## src/rtl/multi_input_accumulator.sv

```systemverilog
// Streaming frame accumulator: a registered adder tree reduces each beat of NUM_INPUT lanes,
// and beat sums are accumulated per frame, with one total (plus beat count/overflow) per frame.
module multi_input_accumulator #(
  parameter int NUM_INPUT   = 45,
  parameter int WIDTH_IN    = 16,
  parameter int MAX_BEATS   = 256,
  parameter int TREE_STAGES = 3,
  parameter int WIDTH_TREE  = WIDTH_IN + $clog2(NUM_INPUT),
  parameter int WIDTH_OUT   = WIDTH_TREE + $clog2(MAX_BEATS),
  parameter int WIDTH_CNT   = $clog2(MAX_BEATS + 1)
) (
  input  logic                 clk,
  input  logic                 rst,
  input  logic                 in_valid,
  output logic                 in_ready,
  input  logic                 in_last,
  input  logic                 in_signed,
  input  logic [WIDTH_IN-1:0]  din [NUM_INPUT],
  output logic                 out_valid,
  input  logic                 out_ready,
  output logic [WIDTH_OUT-1:0] dout,
  output logic [WIDTH_CNT-1:0] out_beats,
  output logic                 out_overflow
);

  // Smallest fan-in per level so that TREE_STAGES levels reduce NUM_INPUT lanes to one.
  function automatic int calc_group();
    int found;
    int p;
    found = NUM_INPUT;
    for (int g = NUM_INPUT; g >= 2; g--) begin
      p = 1;
      for (int i = 0; i < TREE_STAGES; i++) begin
        if (p < NUM_INPUT) p = p * g;
      end
      if (p >= NUM_INPUT) found = g;
    end
    return found;
  endfunction

  localparam int GROUP = calc_group();

  function automatic int lvl_cnt(input int s);
    int c;
    c = NUM_INPUT;
    for (int i = 0; i < s; i++) c = (c + GROUP - 1) / GROUP;
    return c;
  endfunction

  function automatic logic signed [WIDTH_TREE-1:0] ext_lane(input logic [WIDTH_IN-1:0] v,
                                                            input logic sgn);
    return sgn ? WIDTH_TREE'($signed(v)) : WIDTH_TREE'(v);
  endfunction

  function automatic logic signed [WIDTH_OUT-1:0] ext_sum(input logic signed [WIDTH_TREE-1:0] s,
                                                          input logic sgn);
    return sgn ? WIDTH_OUT'(s) : WIDTH_OUT'($unsigned(s));
  endfunction

  typedef enum logic {ST_FIRST, ST_MID} state_t;

  state_t state;
  logic   mode_q;
  logic   stall, advance, accept;
  logic   beat_first, beat_mode;

  assign stall      = out_valid && !out_ready;
  assign advance    = !stall;
  assign in_ready   = !rst && !stall;
  assign accept     = in_valid && in_ready;
  assign beat_first = (state == ST_FIRST);
  assign beat_mode  = beat_first ? in_signed : mode_q;

  logic signed [WIDTH_TREE-1:0] lane_ext [NUM_INPUT];
  logic signed [WIDTH_TREE-1:0] tree_nxt [TREE_STAGES][NUM_INPUT];
  logic signed [WIDTH_TREE-1:0] sum_p    [TREE_STAGES][NUM_INPUT];
  logic [TREE_STAGES-1:0]       vld_p, first_p, last_p, mode_p;

  always_comb begin
    for (int l = 0; l < NUM_INPUT; l++) lane_ext[l] = ext_lane(din[l], beat_mode);
  end

  // Level s sums groups of GROUP entries of level s-1; short groups are zero-padded.
  always_comb begin
    for (int s = 0; s < TREE_STAGES; s++) begin
      for (int j = 0; j < NUM_INPUT; j++) begin
        tree_nxt[s][j] = '0;
        for (int k = 0; k < GROUP; k++) begin
          if (j * GROUP + k < lvl_cnt(s)) begin
            if (s == 0) tree_nxt[s][j] = tree_nxt[s][j] + lane_ext[j * GROUP + k];
            else        tree_nxt[s][j] = tree_nxt[s][j] + sum_p[s-1][j * GROUP + k];
          end
        end
      end
    end
  end

  // Tree stages p0..p(TREE_STAGES-1): data and side-band move together.
  always_ff @(posedge clk) begin
    if (advance) begin
      for (int s = 0; s < TREE_STAGES; s++) begin
        for (int j = 0; j < NUM_INPUT; j++) sum_p[s][j] <= tree_nxt[s][j];
        if (s == 0) begin
          first_p[0] <= beat_first;
          last_p[0]  <= in_last;
          mode_p[0]  <= beat_mode;
        end else begin
          first_p[s] <= first_p[s-1];
          last_p[s]  <= last_p[s-1];
          mode_p[s]  <= mode_p[s-1];
        end
      end
    end
  end

  logic signed [WIDTH_OUT-1:0] exit_sum, acc, acc_nxt;
  logic [WIDTH_CNT-1:0]        beat_cnt, cnt_nxt;
  logic                        ovf, ovf_nxt, at_max, exit_first, done_p;

  always_comb begin
    exit_first = first_p[TREE_STAGES-1];
    exit_sum   = ext_sum(sum_p[TREE_STAGES-1][0], mode_p[TREE_STAGES-1]);
    at_max     = (beat_cnt == WIDTH_CNT'(MAX_BEATS));
    acc_nxt    = exit_first ? exit_sum : acc + exit_sum;
    cnt_nxt    = exit_first ? WIDTH_CNT'(1) : (at_max ? beat_cnt : beat_cnt + WIDTH_CNT'(1));
    ovf_nxt    = exit_first ? 1'b0 : (ovf || at_max);
  end

  always_ff @(posedge clk) begin
    if (rst) begin
      state        <= ST_FIRST;
      mode_q       <= 1'b0;
      vld_p        <= '0;
      acc          <= '0;
      beat_cnt     <= '0;
      ovf          <= 1'b0;
      done_p       <= 1'b0;
      out_valid    <= 1'b0;
      dout         <= '0;
      out_beats    <= '0;
      out_overflow <= 1'b0;
    end else if (advance) begin
      if (accept) begin
        if (beat_first) mode_q <= in_signed;
        state <= in_last ? ST_FIRST : ST_MID;
      end
      for (int s = 0; s < TREE_STAGES; s++) begin
        if (s == 0) vld_p[0] <= accept;
        else        vld_p[s] <= vld_p[s-1];
      end
      // Accumulate stage: consumes the tree exit.
      if (vld_p[TREE_STAGES-1]) begin
        acc      <= acc_nxt;
        beat_cnt <= cnt_nxt;
        ovf      <= ovf_nxt;
      end
      done_p <= vld_p[TREE_STAGES-1] && last_p[TREE_STAGES-1];
      // Output stage: a completed frame reloads even while the previous result is being popped.
      if (done_p) begin
        out_valid    <= 1'b1;
        dout         <= acc;
        out_beats    <= beat_cnt;
        out_overflow <= ovf;
      end else if (out_ready) begin
        out_valid <= 1'b0;
      end
    end
  end

endmodule

```

## config.mk

```make
export PLATFORM = sky130hd
export DESIGN_NAME = multi_input_accumulator
export DESIGN_NICKNAME = d
export VERILOG_FILES = /design/src/rtl/multi_input_accumulator.sv
export SDC_FILE = /design/constraint.sdc
export NUM_CORES = 2
export LEC_CHECK = 0
export ABC_AREA = 1
export CORE_AREA = 3 3 310 312
export CTS_CLUSTER_DIAMETER = 100
export CTS_CLUSTER_SIZE = 14
export DETAILED_ROUTE_END_ITERATION = 8
export DIE_AREA = 0 0 313 315
export PLACE_DENSITY = 0.72
export SLEW_MARGIN = 20
export SYNTH_ARGS = -nofsm -noshare
export SYNTH_HDL_FRONTEND = slang
export SYNTH_SLANG_ARGS = --single-unit
```

## constraint.sdc

```tcl
create_clock -name clk -period 11.7 [get_ports clk]
set_input_delay 2.34 -clock clk [delete_from_list [all_inputs] [get_ports clk]]
set_output_delay 2.34 -clock clk [all_outputs]
set_load 0.1 [all_outputs]
```

Word level (Yosys, flattened, before mapping)
Memories as Yosys holds them, arrays and structs flattened.
Index checks and enable logic that the tools add are counted.

storage, ports and cells
  output and inout bits = 42
  register bits = 96
  memory bits (writable) = 792
  memories = 1

operators by class
  bitwise gates (word level) = 2
  $add $sub $neg = 46
  reductions and logical operators = 14
  eq/ne operators = 2
  mux-type cells = 55

memories
  name   depth  width  rd ports  clocked after memory_dff  wr ports  RTL line  source
  sum_p  3      264    3         0                         3         76        logic signed [WIDTH_TREE-1:0] sum_p [TREE_STAGES][NUM_INPUT];

operators by type and width
  kind                                          number
  two-way mux 22 bit                            45
  adder 22 bit                                  44
  two-way mux 30 bit                            2
  adder 30 bit                                  1
  two-way mux 9 bit                             2
  adder 9 x 1 -> 9 bit, second input constant   1
  == test 9 bit, second input constant          1
  AND reduction 2 bit                           4
  two-way mux 1 bit                             6
  logical AND 1 bit                             4
  logical NOT 1 bit                             3
  AND reduction 3 bit                           1
  inequality test 2 bit, second input constant  1
  inverter 1 bit                                2
  nonzero test 2 bit                            1
  logical OR 1 bit                              1

Depth between registers and ports, before layout
  depth after elaboration = 6
  depth in mapped cells = 17

Least setup slack after synthesis
OpenSTA, ideal clock, no wires.

  kind = input to register
  from = in out_ready
  to = reg first_p[0], enable pin
  stages = 2
  required time = 10.993 ns
  setup slack = 1.710 ns
  arrival time = 9.283 ns
  buffers on the path = 0
  path through = nor2_4 -> inv_1

between the ends
  word-level cells in the longest chain between the ends = 2

RTL lines
  what                             RTL line  source
  from (decl)                      20        input logic out_ready,
  logical NOT 1 bit                67        assign stall = out_valid && !out_ready;
  logical AND 1 bit                67
  to (signal assigned)             104       first_p[0] <= beat_first;
  to (signal, indexed assignment)  108       first_p[s] <= first_p[s-1];
  to (decl)                        77        logic [TREE_STAGES-1:0] vld_p, first_p, last_p, mode_p;

Every way passes these cells.
A chain may end at the register's enable or synchronous reset.

Worst setup path in the final report
  from = in rst
  to = out in_ready

between the ends
  word-level cells in the longest chain between the ends = 2

RTL lines
  what               RTL line  source
  from (decl)        13        input logic rst,
  logical NOT 1 bit  69        assign in_ready = !rst && !stall;
  logical AND 1 bit  69
  to (decl)          15        output logic in_ready,

Every way passes these cells.

==> out/results.ini <==
[finish]
fin_cells=7532
nFillCells=8396
drive_above_1_share=0.0282
nets=7836
layout-area-overhead-vs-synth_pct=22.0

[timing]
hold_viol=0
tightest_slew_ns=1.10
period_needed_ns=6.80
rsz0062_at_grt=false
whs_ns=0.427
slew_viol_final=0
fin_skew_ns=0.0269
period_share=0.581
setup_tns_ns=0
setup_viol=0
slew_headroom=0.262
fmax_mhz=147

[worst_setup_path]
r2r-start=state
critPathLaunchType=primary input
arrival_ns=4.46
r2r_cells=15
cp-end-kind=primary output
ff2ff_setup_slack_ns=7.17
criticalPathCategory=in -> out
cp.required_ns=9.36
r2r_end=sum_p[0][130]
path_max_fanout=21

[place]
dp_hpwl_mm=112
place_congestion=0.956
portBuffers=767
dp_cells=7467

[grt]
use_met3=0.0277
antenna_found_initial=7
first_global_vias=38600
grt_use_met1=0.331
gr-total-overflow=0
grt_pass1_wl_mm=202
busiest_layer=met2
grt_max_degree=108
gr-usage-met2=0.469
groute.usage.overall=0.260

[drt]
first_pass_iters=8
drcViolationCount=0
first_iter_violations=2335
routed_wirelength_mm=129
vias=37400
post_drt_via_cell_ratio=4.97
wl_per_cell_um=17.1
ant_nets=0

[synth]
synth_cell_types=50
ys_seq_area_frac=0.267
synth-async-reset-ratio=0
syn_area_per_cell_um2=8.51
synth_flop_cell=edfxtp_1
synth_edf_count=356
syn_area_um2=46600
synthCells=5476
ys_warn_count=0
synth-seq-cells=443
syn-num-nets=7059

[clock_tree]
cts_made_buffers=38
cts.sinks=443
clk_pin_slew_worst_paths_ns=0.08
cts_buffer_depth=3
htreeDepth=2
cts-root-buf=clkbuf_16
cts_tree=done
cts-hold-fix-buffers=0
ctsResizeCount=0
cts_setup_buffers=0
clk_latency_ns=0.57

[die]
floorplan.die.width_um=313
dieHeight_um=315
io-pin-count=768
rows=112
start_util=0.499
die_area_um2=98600
coreArea_um2=93300

[power]
irDropWorstVdd_v=0.000323
power_density_nw_per_um2=336
p_leak_uw=0.0287

[min_path]
min_delay_path_depth=0
hold_class=reg -> reg
hold_start=first_p[0]
min_to=first_p[1]

[flow_run]
max-cap-violations=0

[run_status]
outcome=finished clean

==> cell usage in the layout, fill, tap and decap left out, types with 11 or more instances in the layout <==
cell / instances
a211oi_1: 11
a21o_1: 44
a21oi_1: 379
a21oi_2: 12
clkbuf_1: 15
clkbuf_16: 39
clkdlybuf4s50_1: 767
dfxtp_1: 87
edfxtp_1: 356
fa_1: 534
ha_1: 323
inv_1: 1633
nand2_1: 722
nand2_2: 16
nand3_1: 192
nand3_2: 11
nand4_1: 48
nor2_1: 347
nor3_1: 39
nor3_2: 12
nor4_1: 15
o21ai_0: 208
o21ai_1: 17
o21ai_2: 22
o21bai_1: 17
xnor2_1: 91
xor2_1: 207
==> per-stage QoR <==
stage,worst slack [ns],instance area (um2),total power (uW),util
after global routing,4.81,56900,21100,0.609
final,4.90,56900,19100,0.609
after floorplan,1.71,46600,13800,-
after detailed placement,4.88,55800,17800,0.598
after CTS,4.87,56800,19100,0.609
after global placement,4.95,55800,17700,0.598
==> layer usage <==
| metal | part of all wire | up-vias |
|---|---|---|
| met5 | 0 | - |
| met4 | 0.028 | 0 |
| met3 | 0.048 | 172 |
| met2 | 0.51 | 1022 |
| met1 | 0.41 | 17900 |
| li1 | - | 18300 |
==> power by group <==
group | switching [uW] | internal [uW]
logic | 8940 | 5360
registers | 360 | 3230
clock network | 571 | 613
total | 9880 | 9200
==> cell type report <==
type                    instances  area, um2  share of cell area
diodes                          6       15.0            0.000264
clock buffers                  54       1030              0.0182
clock inverters                 5       33.8            0.000594
inverters                    1642       6170               0.109
multi-input cells            3351      27800               0.490
flip-flops and latches        443      12400               0.219
well taps                    1254       1570              0.0276
repair buffers                777       7750               0.136
==> cell families (layout without fill, tap and decap cells) <==
| family | after synthesis | count (layout) | share of synthesized area |
|---|---|---|---|
| flops | 443 | 443 | 0.267 |
| buf+inv | 1682 | 2478 | 0.136 |
| compound gates | 770 | 770 | 0.0945 |
| simple gates | 1426 | 1426 | 0.131 |
| fa+ha+maj | 857 | 857 | 0.316 |
| other cells | 0 | 6 | 0 |
| xor+xnor | 298 | 298 | 0.0560 |
==> how the worst max path moves through the flow <==
stage / start / endpoint / slack [ns] / depth (start not counted)
global placement: in_signed / sum_p[0][130] / 4.95 / 14
detailed placement: rst / in_ready / 4.88 / 4
floorplan: out_ready / first_p[0] / 1.71 / 2
finish: rst / in_ready / 4.90 / 4
CTS: rst / in_ready / 4.87 / 4
global route: rst / in_ready / 4.81 / 4
==> synthesized netlist by cell type (18+ instances only) <==
library cell,count,area [um2]
a21o_1,44,330
a21oi_1,379,1900
clkbuf_1,22,82.6
dfxtp_1,87,1740
edfxtp_1,356,10700
fa_1,534,10700
ha_1,323,4040
inv_1,1633,6130
nand2_1,722,2710
nand3_1,192,961
nand4_1,48,300
nor2_1,348,1310
nor3_1,39,195
o21ai_0,208,1040
o21ai_1,18,90.1
o21ai_2,22,193
xnor2_1,91,797
xor2_1,207,1810
==> registers in the layout, indices dropped and copies added (netlist names), 3 cells and up <==
register and cells:
acc 30, beat_cnt 9, dout 30, first_p 3, last_p 3, mode_p 3, out_beats 9, sum_p 347
vld_p 3
==> critical path, stage by stage <==
cell,delay [ns]
clkdlybuf4s50_1,0.40
buf_4,0.23
nor2_1,0.29
clkdlybuf4s50_1,1.20
(Power assumes the default switching activity.)
